**src/rtl/mem_wb_pipeline_if.sv**
```systemverilog
// Data-memory request/response bus between the M stage and the data memory.
// The master issues requests; the slave (memory) answers with ready and load data.
interface mem_wb_pipeline_if #(
    parameter int unsigned DATA_W = 32
);
    logic              memReq;
    logic              memWe;
    logic [DATA_W-1:0] memAddr;
    logic [DATA_W-1:0] memWdata;
    logic              memReady;
    logic [DATA_W-1:0] memRdata;

    modport master (
        output memReq, memWe, memAddr, memWdata,
        input  memReady, memRdata
    );

    modport slave (
        input  memReq, memWe, memAddr, memWdata,
        output memReady, memRdata
    );
endinterface

```
**src/rtl/mem_wb_pipeline.sv**
```systemverilog
// M/W pipeline registers with data-memory handshake, load stall and stall counter.
// Handshake outputs are combinational from the M register; W outputs are registered.
module mem_wb_pipeline #(
    parameter int unsigned DATA_W = 32,
    parameter int unsigned REG_W  = 5,
    parameter int unsigned CNT_W  = 16
) (
    input  logic              clk,
    input  logic              reset,
    input  logic              validE,
    input  logic              regWriteE,
    input  logic              memReadE,
    input  logic              memWriteE,
    input  logic [REG_W-1:0]  rd_E,
    input  logic [DATA_W-1:0] aluResultE,
    input  logic [DATA_W-1:0] storeDataE,
    input  logic              flushM,
    output logic              readyE,
    mem_wb_pipeline_if.master mem,
    output logic              regWriteM,
    output logic              memReadM,
    output logic [REG_W-1:0]  rd_M,
    output logic [DATA_W-1:0] fwdDataM,
    output logic              regWriteW,
    output logic [REG_W-1:0]  rd_W,
    output logic [DATA_W-1:0] wbDataW,
    output logic              memStall,
    output logic [CNT_W-1:0]  stallCount
);

    logic              valid_m_q,     valid_m_d;
    logic              reg_write_m_q, reg_write_m_d;
    logic              mem_read_m_q,  mem_read_m_d;
    logic              mem_write_m_q, mem_write_m_d;
    logic [REG_W-1:0]  rd_m_q,        rd_m_d;
    logic [DATA_W-1:0] alu_m_q,       alu_m_d;
    logic [DATA_W-1:0] store_m_q,     store_m_d;

    logic              valid_w_q,     valid_w_d;
    logic              reg_write_w_q, reg_write_w_d;
    logic [REG_W-1:0]  rd_w_q,        rd_w_d;
    logic [DATA_W-1:0] wb_data_w_q,   wb_data_w_d;

    logic [CNT_W-1:0]  stall_cnt_q,   stall_cnt_d;

    logic is_mem;
    logic m_done;

    // Handshake decode straight off the M register.
    assign is_mem   = valid_m_q & (mem_read_m_q | mem_write_m_q);
    assign memStall = is_mem & ~mem.memReady & ~flushM;
    assign m_done   = valid_m_q & ~memStall & ~flushM;
    assign readyE   = ~memStall;

    assign mem.memReq   = is_mem;
    assign mem.memWe    = is_mem & mem_write_m_q;
    assign mem.memAddr  = alu_m_q;
    assign mem.memWdata = store_m_q;

    // Qualified enables keep register 0 out of forwarding and writeback.
    assign regWriteM  = valid_m_q & reg_write_m_q & (rd_m_q != '0);
    assign memReadM   = valid_m_q & mem_read_m_q;
    assign rd_M       = rd_m_q;
    assign fwdDataM   = alu_m_q;
    assign regWriteW  = valid_w_q & reg_write_w_q & (rd_w_q != '0);
    assign rd_W       = rd_w_q;
    assign wbDataW    = wb_data_w_q;
    assign stallCount = stall_cnt_q;

    // Next-state for M, W and the stall counter.
    always_comb begin
        valid_m_d     = valid_m_q;
        reg_write_m_d = reg_write_m_q;
        mem_read_m_d  = mem_read_m_q;
        mem_write_m_d = mem_write_m_q;
        rd_m_d        = rd_m_q;
        alu_m_d       = alu_m_q;
        store_m_d     = store_m_q;
        valid_w_d     = 1'b0;
        reg_write_w_d = reg_write_w_q;
        rd_w_d        = rd_w_q;
        wb_data_w_d   = wb_data_w_q;
        stall_cnt_d   = stall_cnt_q;

        if (flushM) begin
            valid_m_d = 1'b0;
        end else if (!memStall) begin
            valid_m_d     = validE;
            reg_write_m_d = regWriteE;
            mem_read_m_d  = memReadE;
            mem_write_m_d = memWriteE;
            rd_m_d        = rd_E;
            alu_m_d       = aluResultE;
            store_m_d     = storeDataE;
        end

        if (m_done) begin
            valid_w_d     = 1'b1;
            reg_write_w_d = reg_write_m_q;
            rd_w_d        = rd_m_q;
            wb_data_w_d   = mem_read_m_q ? mem.memRdata : alu_m_q;
        end

        if (memStall && (stall_cnt_q != {CNT_W{1'b1}})) begin
            stall_cnt_d = stall_cnt_q + CNT_W'(1);
        end
    end

    always_ff @(posedge clk or negedge reset) begin
        if (!reset) begin
            valid_m_q     <= 1'b0;
            reg_write_m_q <= 1'b0;
            mem_read_m_q  <= 1'b0;
            mem_write_m_q <= 1'b0;
            rd_m_q        <= '0;
            alu_m_q       <= '0;
            store_m_q     <= '0;
            valid_w_q     <= 1'b0;
            reg_write_w_q <= 1'b0;
            rd_w_q        <= '0;
            wb_data_w_q   <= '0;
            stall_cnt_q   <= '0;
        end else begin
            valid_m_q     <= valid_m_d;
            reg_write_m_q <= reg_write_m_d;
            mem_read_m_q  <= mem_read_m_d;
            mem_write_m_q <= mem_write_m_d;
            rd_m_q        <= rd_m_d;
            alu_m_q       <= alu_m_d;
            store_m_q     <= store_m_d;
            valid_w_q     <= valid_w_d;
            reg_write_w_q <= reg_write_w_d;
            rd_w_q        <= rd_w_d;
            wb_data_w_q   <= wb_data_w_d;
            stall_cnt_q   <= stall_cnt_d;
        end
    end

endmodule

```
**src/flat_wrapper.sv**
```systemverilog
// flat-port wrapper written by rule: the top's interface ports become plain ports
module mem_wb_pipeline_flat 
#(
    parameter int unsigned DATA_W = 32,
    parameter int unsigned REG_W  = 5,
    parameter int unsigned CNT_W  = 16
)
  (clk, reset, validE, regWriteE, memReadE, memWriteE, rd_E, aluResultE, storeDataE, flushM, readyE, regWriteM, memReadM, rd_M, fwdDataM, regWriteW, rd_W, wbDataW, memStall, stallCount, mem_memReq, mem_memWe, mem_memAddr, mem_memWdata, mem_memReady, mem_memRdata);
  mem_wb_pipeline_if #(.DATA_W(DATA_W)) mem_i ();
  input  logic clk;
  input  logic reset;
  input  logic validE;
  input  logic regWriteE;
  input  logic memReadE;
  input  logic memWriteE;
  input  logic [REG_W-1:0] rd_E;
  input  logic [DATA_W-1:0] aluResultE;
  input  logic [DATA_W-1:0] storeDataE;
  input  logic flushM;
  output logic readyE;
  output logic regWriteM;
  output logic memReadM;
  output logic [REG_W-1:0] rd_M;
  output logic [DATA_W-1:0] fwdDataM;
  output logic regWriteW;
  output logic [REG_W-1:0] rd_W;
  output logic [DATA_W-1:0] wbDataW;
  output logic memStall;
  output logic [CNT_W-1:0] stallCount;
  output wire logic [$bits(mem_i.memReq)-1:0] mem_memReq;
  output wire logic [$bits(mem_i.memWe)-1:0] mem_memWe;
  output wire logic [$bits(mem_i.memAddr)-1:0] mem_memAddr;
  output wire logic [$bits(mem_i.memWdata)-1:0] mem_memWdata;
  input wire logic [$bits(mem_i.memReady)-1:0] mem_memReady;
  input wire logic [$bits(mem_i.memRdata)-1:0] mem_memRdata;
  assign mem_memReq = mem_i.memReq;
  assign mem_memWe = mem_i.memWe;
  assign mem_memAddr = mem_i.memAddr;
  assign mem_memWdata = mem_i.memWdata;
  assign mem_i.memReady = mem_memReady;
  assign mem_i.memRdata = mem_memRdata;
  mem_wb_pipeline #(.DATA_W(DATA_W), .REG_W(REG_W), .CNT_W(CNT_W)) u_core (.clk(clk), .reset(reset), .validE(validE), .regWriteE(regWriteE), .memReadE(memReadE), .memWriteE(memWriteE), .rd_E(rd_E), .aluResultE(aluResultE), .storeDataE(storeDataE), .flushM(flushM), .readyE(readyE), .mem(mem_i), .regWriteM(regWriteM), .memReadM(memReadM), .rd_M(rd_M), .fwdDataM(fwdDataM), .regWriteW(regWriteW), .rd_W(rd_W), .wbDataW(wbDataW), .memStall(memStall), .stallCount(stallCount));
endmodule
```
**config.mk**
```make
export PLATFORM = sky130hd
export DESIGN_NAME = mem_wb_pipeline_flat
export DESIGN_NICKNAME = d
export VERILOG_FILES = /design/src/rtl/mem_wb_pipeline_if.sv /design/src/rtl/mem_wb_pipeline.sv /design/src/flat_wrapper.sv
export SDC_FILE = /design/constraint.sdc
export NUM_CORES = 1
export LEC_CHECK = 0
export BUFFER_PORTS_ARGS = -buffer_cell sky130_fd_sc_hd__buf_2
export CAP_MARGIN = 20
export CORE_MARGIN = 3
export CORE_UTILIZATION = 42
export CTS_CLUSTER_DIAMETER = 100
export DETAILED_ROUTE_END_ITERATION = 12
export PLACE_DENSITY = 0.77
export SLEW_MARGIN = 20
export SYNTH_ARGS = -nofsm -noshare
export SYNTH_HDL_FRONTEND = slang
export SYNTH_SLANG_ARGS = --single-unit
```
**constraint.sdc**
```tcl
create_clock -name clk -period 1.8 [get_ports clk]
set_clock_uncertainty 0.05 [all_clocks]
set_input_delay 0.18 -clock clk [delete_from_list [all_inputs] [get_ports clk]]
set_output_delay 0.18 -clock clk [all_outputs]
set_load 0.05 [all_outputs]
```
* Word level (Yosys, flattened, before mapping) *
Cells that the tools add are included.
W data, S select, Z words.

storage, ports and cells
  flip-flop bits (word level) = 128
  output and inout bits = 161

cells by class
  add/sub/neg operators = 1
  equal/unequal tests = 2
  multiplexer cells = 4
  bitwise logic cells = 15
  reduce and logical (&&, ||, !) cells = 4

operators by type and width
  operator                 number
  $mux W32                 1
  $add A16 B1 Y16 const B  1
  $ne A16 B16 Y1 const B   1
  $and A1 B1 Y1            11
  $reduce_bool A5 Y1       2
  $mux W1                  3
  $not A1 Y1               3
  $ne A2 B2 Y1 const B     1
  $reduce_and A2 Y1        1
  $logic_and A1 B1 Y1      1
  $or A1 B1 Y1             1

* Logic depth before layout (Yosys ltp) *
  depth in word-level cells = 8
  mapped depth = 8
  depth with buffers taken out = 6

* Worst setup path after synthesis *
OpenSTA, ideal clock, no wires.

  path type = reg2reg
  start = register u_core.mem_read_m_q
  end = register u_core.stall_cnt_q[9] (netlist: u_core.stallCount[9])
  library setup time = 0.082 ns
  arrival time = 2.172 ns
  required time = 1.668 ns
  setup slack = -0.504 ns
  cell stages (with the launch flop) = 7
  buffers on the path = 1
  clock period less this slack = 2.304 ns
  cells stage by stage = dfrtp_1 > buf_4 > or2_1 > nand4b_1 > inv_1 > a41oi_1 > a31oi_1

between the ends
  word-level cells in the longest chain between the ends = 5

ends and longest elaborated chain
  item                         line                    RTL
  start, declared              mem_wb_pipeline.sv:33   logic mem_read_m_q, mem_read_m_d;
  start signal, assigned       mem_wb_pipeline.sv:126  mem_read_m_q <= mem_read_m_d;
  $or A1 B1 Y1                 mem_wb_pipeline.sv:50   assign is_mem = valid_m_q & (mem_read_m_q | mem_write_m_q);
  $and A1 B1 Y1                mem_wb_pipeline.sv:50
  $and A1 B1 Y1 (2 in series)  mem_wb_pipeline.sv:51   assign memStall = is_mem & ~mem.memReady & ~flushM;
  via memStall                 flat_wrapper.sv:28      output logic memStall;
  $logic_and A1 B1 Y1          mem_wb_pipeline.sv:104  if (memStall && (stall_cnt_q != {CNT_W{1'b1}})) begin
  end signal, assigned         mem_wb_pipeline.sv:135  stall_cnt_q <= stall_cnt_d;
  end, declared                mem_wb_pipeline.sv:44   logic [CNT_W-1:0] stall_cnt_q, stall_cnt_d;

The timed path passes the listed nets, and every way through them passes these cells.
A chain may end at the register's enable or synchronous reset.

* Worst setup path after layout *
  start = register u_core.rd_w_q[1] (netlist: u_core.rd_W[1])
  end = output regWriteW

between the ends
  word-level cells in the longest chain between the ends = 2

ends and longest elaborated chain
  item                    line                    RTL
  start, declared         mem_wb_pipeline.sv:41   logic [REG_W-1:0] rd_w_q, rd_w_d;
  start signal, assigned  mem_wb_pipeline.sv:133  rd_w_q <= rd_w_d;
  $reduce_bool A5 Y1      mem_wb_pipeline.sv:65   assign regWriteW = valid_w_q & reg_write_w_q & (rd_w_q != '0);
  $and A1 B1 Y1           mem_wb_pipeline.sv:65
  end, declared           flat_wrapper.sv:25      output logic regWriteW;

Every way passes these cells.

==> results.toml <==
[run_status]
outcome = "finished, violations left"
violations = "negative setup slack"

[power]
internal_power_mw = 6.89
power_frac_comb_pct = 34.7
clkPwrFrac_pct = 32.3
p_seq_share_pct = 33.0
netSwitchingPower_mw = 4.31
peakVddDrop_uv = 815
powerDensity_nw_per_um2 = 1300
p_sw_share_pct = 38.5
power_leakage_nw = 4.35

[critical_path]
arrival_ns = 1.65
start_kind = "flip-flop"
worstSetupPathType = "reg -> out"
required_ns = 1.57
cp_max_fo = 2
end_kind = "output port"
r2r_slack_ns = -0.03

[synth]
synth_seq_cells = 128
syn_avg_cell_area_sq_um = 13.0
netlist_area_sq_um = 5470
synth_cells = 421
ys_seq_area_share_pct = 58.5
synth_nets = 531
ys_types = 33
ys_top_cells_by_area = "dfrtp_1, mux2_2, mux2i_1"
ys_warn_count = 0
synth_top_area_share_pct = 58.5
yosysTopAreaCell = "dfrtp_1"

[global_route]
grt_pass1_vias = 4784
antenna_found_initial = 0
grt_usage_pct = 21.8
grt-ovfl-total = 0
grt_pass1_wl_um = 24600
grt_max_degree = 48

[route]
drtIter0Drc = 251
ant_nets = 0
vias_per_cell = 4.94
drt_wl_total_um = 16200
wl_per_cell_um = 17.2
vias = 4665
drc = 0
dr.pass1.iters = 4

[floorplanning]
coreArea_sq_um = 12700
chipWidth_um = 120
start_util_pct = 43.2
die_y_um = 120
die-area_sq_um = 14400
ios = 270
rows = 41

[final_layout]
drive_gt1_share_pct = 54.5
nets = 870
final_area_sq_um = 8590
num-fill-cells = 909
diodes = 0
postLayoutCoreUtil_pct = 67.8
area_delta_synth_final_pct = 56.9

[sta]
finalSetupViolCount = 11
setup_ws_ns = -0.0831
slew_headroom_pct = 59.7
tns_ns = -0.245
worstMarginPinSlew_ns = 0.605
finalHoldViolCount = 0
fin_crit_ns = 1.88
fin_crit_sh_pct = 105
fmaxAchievable_mhz = 531
slew_viol_final = 0
rsz0062_at_grt = "true"

[placement]
dp_hpwl_um = 10300
routabilityCongestion = 0.790
io_buffers = 269
dpl-instance-area_sq_um = 6900

[cts]
clock-sinks = 128
clockBufferDepth = 2
cts_buffers = 17
h-tree-depth = 4
cts_tree = "built"
cts_root_buf = "clkbuf_16"
clk-insertion-delay-late_ns = 0.41
clkTransAtPathRegs_ns = 0.05

[flow_run]
cap_viol_max_count = 0

[min_path]
hold_class = "in -> reg"
## logic make-up after synthesis
family                     Yosys count  synth area share, %
adders and majority gates            1                0.229
muxes                              112                 22.7
DFF                                128                 58.5
AOI/OAI and AO/OA                   44                 4.50
xor gates and xnor gates            10                 1.60
buffers and inverters               55                 6.40
and+or+nand+nor                     71                 6.06
## layer usage
layer	vias to the layer above	GRT usage, %	part of all wire (%)
met5	-	0	0
met4	0	8.09	2.1
met3	25	6.41	7.5
met2	218	38.7	52
met1	2299	24.8	39
li1	2123	-	-
## path summary, 6_finish.rpt
path	end	startpoint	depth (start not counted)
worst min-delay path	u_core.wbDataW[29]	mem_memRdata[29]	3
worst max register to register	u_core.fwdDataM[27]	u_core.mem_write_m_q	5
max in group asynchronous	u_core.wbDataW[15]	reset	3
worst min register to register	u_core.wbDataW[3]	u_core.wbDataW[3]	2
min in group asynchronous	u_core.fwdDataM[26]	reset	2
worst max-delay path	regWriteW	u_core.rd_W[1]	3
## layout by cell type, fill, tap and decap left out, drive strengths merged, types with 4 or more instances in the layout
cell type    count
a21oi            4
mux2            80
a31oi            4
bufinv           4
inv              4
xnor2            9
nand3            8
nand4            4
clkbuf          23
nor2             6
clkinv           6
o21ai           32
buf            294
dfrtp          128
mux2i           32
dlygate4sd3     74
nand2           40
## Yosys cell counts
cell type	number
or3_1	2
nor2_1	6
buf_6	1
xor2_1	1
or2_1	1
nand2b_1	1
dfrtp_1	128
mux2i_1	32
and3_1	1
o311a_1	2
mux2_4	5
nand4_1	4
and2_1	2
nand4b_1	1
xnor2_1	9
nand2_1	39
buf_2	7
nand2_2	1
nor4_2	1
ha_1	1
and4b_1	1
mux2_2	75
inv_1	4
nor3_1	2
buf_4	34
nand3_1	8
or2_2	1
clkbuf_1	9
a31oi_1	4
a21oi_1	3
a21oi_2	1
o21ai_0	32
a41oi_1	2
## worst max-delay path, cell delays in order, from the launching register on
cell and delay [ns]:
dfrtp_1 0.38, or3_4 0.39, o311a_1 0.31, buf_6 0.16
## state kept, by name (all words and copies together), names as in the netlist
name,count
u_core.valid_w_q,1
u_core.wbDataW,32
u_core.fwdDataM,32
u_core.valid_m_q,1
u_core.mem.memWdata,32
u_core.mem_read_m_q,1
u_core.reg_write_w_q,1
u_core.reg_write_m_q,1
u_core.rd_M,5
u_core.mem_write_m_q,1
u_core.rd_W,5
u_core.stallCount,16
## final cells by class
class                   count  area [sq um]  share of cell area, %
multi-input cells         238          2040                   23.8
repair buffers            371          2480                   28.9
clock inverters            11           161                   1.88
clock buffers              20           467                   5.44
well taps                 172           215                   2.51
flip-flops and latches    128          3200                   37.3
inverters                   4          15.0                  0.175
## per-stage QoR
step	cells	power, mW	hold slack, ns	worst slack (ns)
after floorplan	421	6.43	-0.166	-0.494
after global placement	825	7.24	0.106	0.0268
after detailed placement	825	7.32	0.111	-0.0141
after CTS	935	11.2	0.00218	-0.107
after global routing	944	11.6	0.0104	-0.131
final	944	11.2	0.0203	-0.0831
## power groups by stage
stage / Sequential (mW) / Clock, mW / Combinational (mW)
4_1_cts: 3.68 / 3.69 / 3.78
6_report: 3.69 / 3.62 / 3.88
3_3_place_gp: 3.69 / 0 / 3.55
3_5_place_dp: 3.72 / 0 / 3.60
2_1_floorplan: 5.26 / 0 / 1.16
5_1_grt: 3.75 / 3.81 / 4.06
## timing repair
item,in CTS,in global routing
gates cloned,0,3
setup endpoints to repair,43,75
buffers inserted,5,6
pin swaps,2,2
hold buffers,74,0
hold endpoints to repair,101,0
gates resized for setup,16,30
No activity file was read; power rests on OpenSTA's default activity.
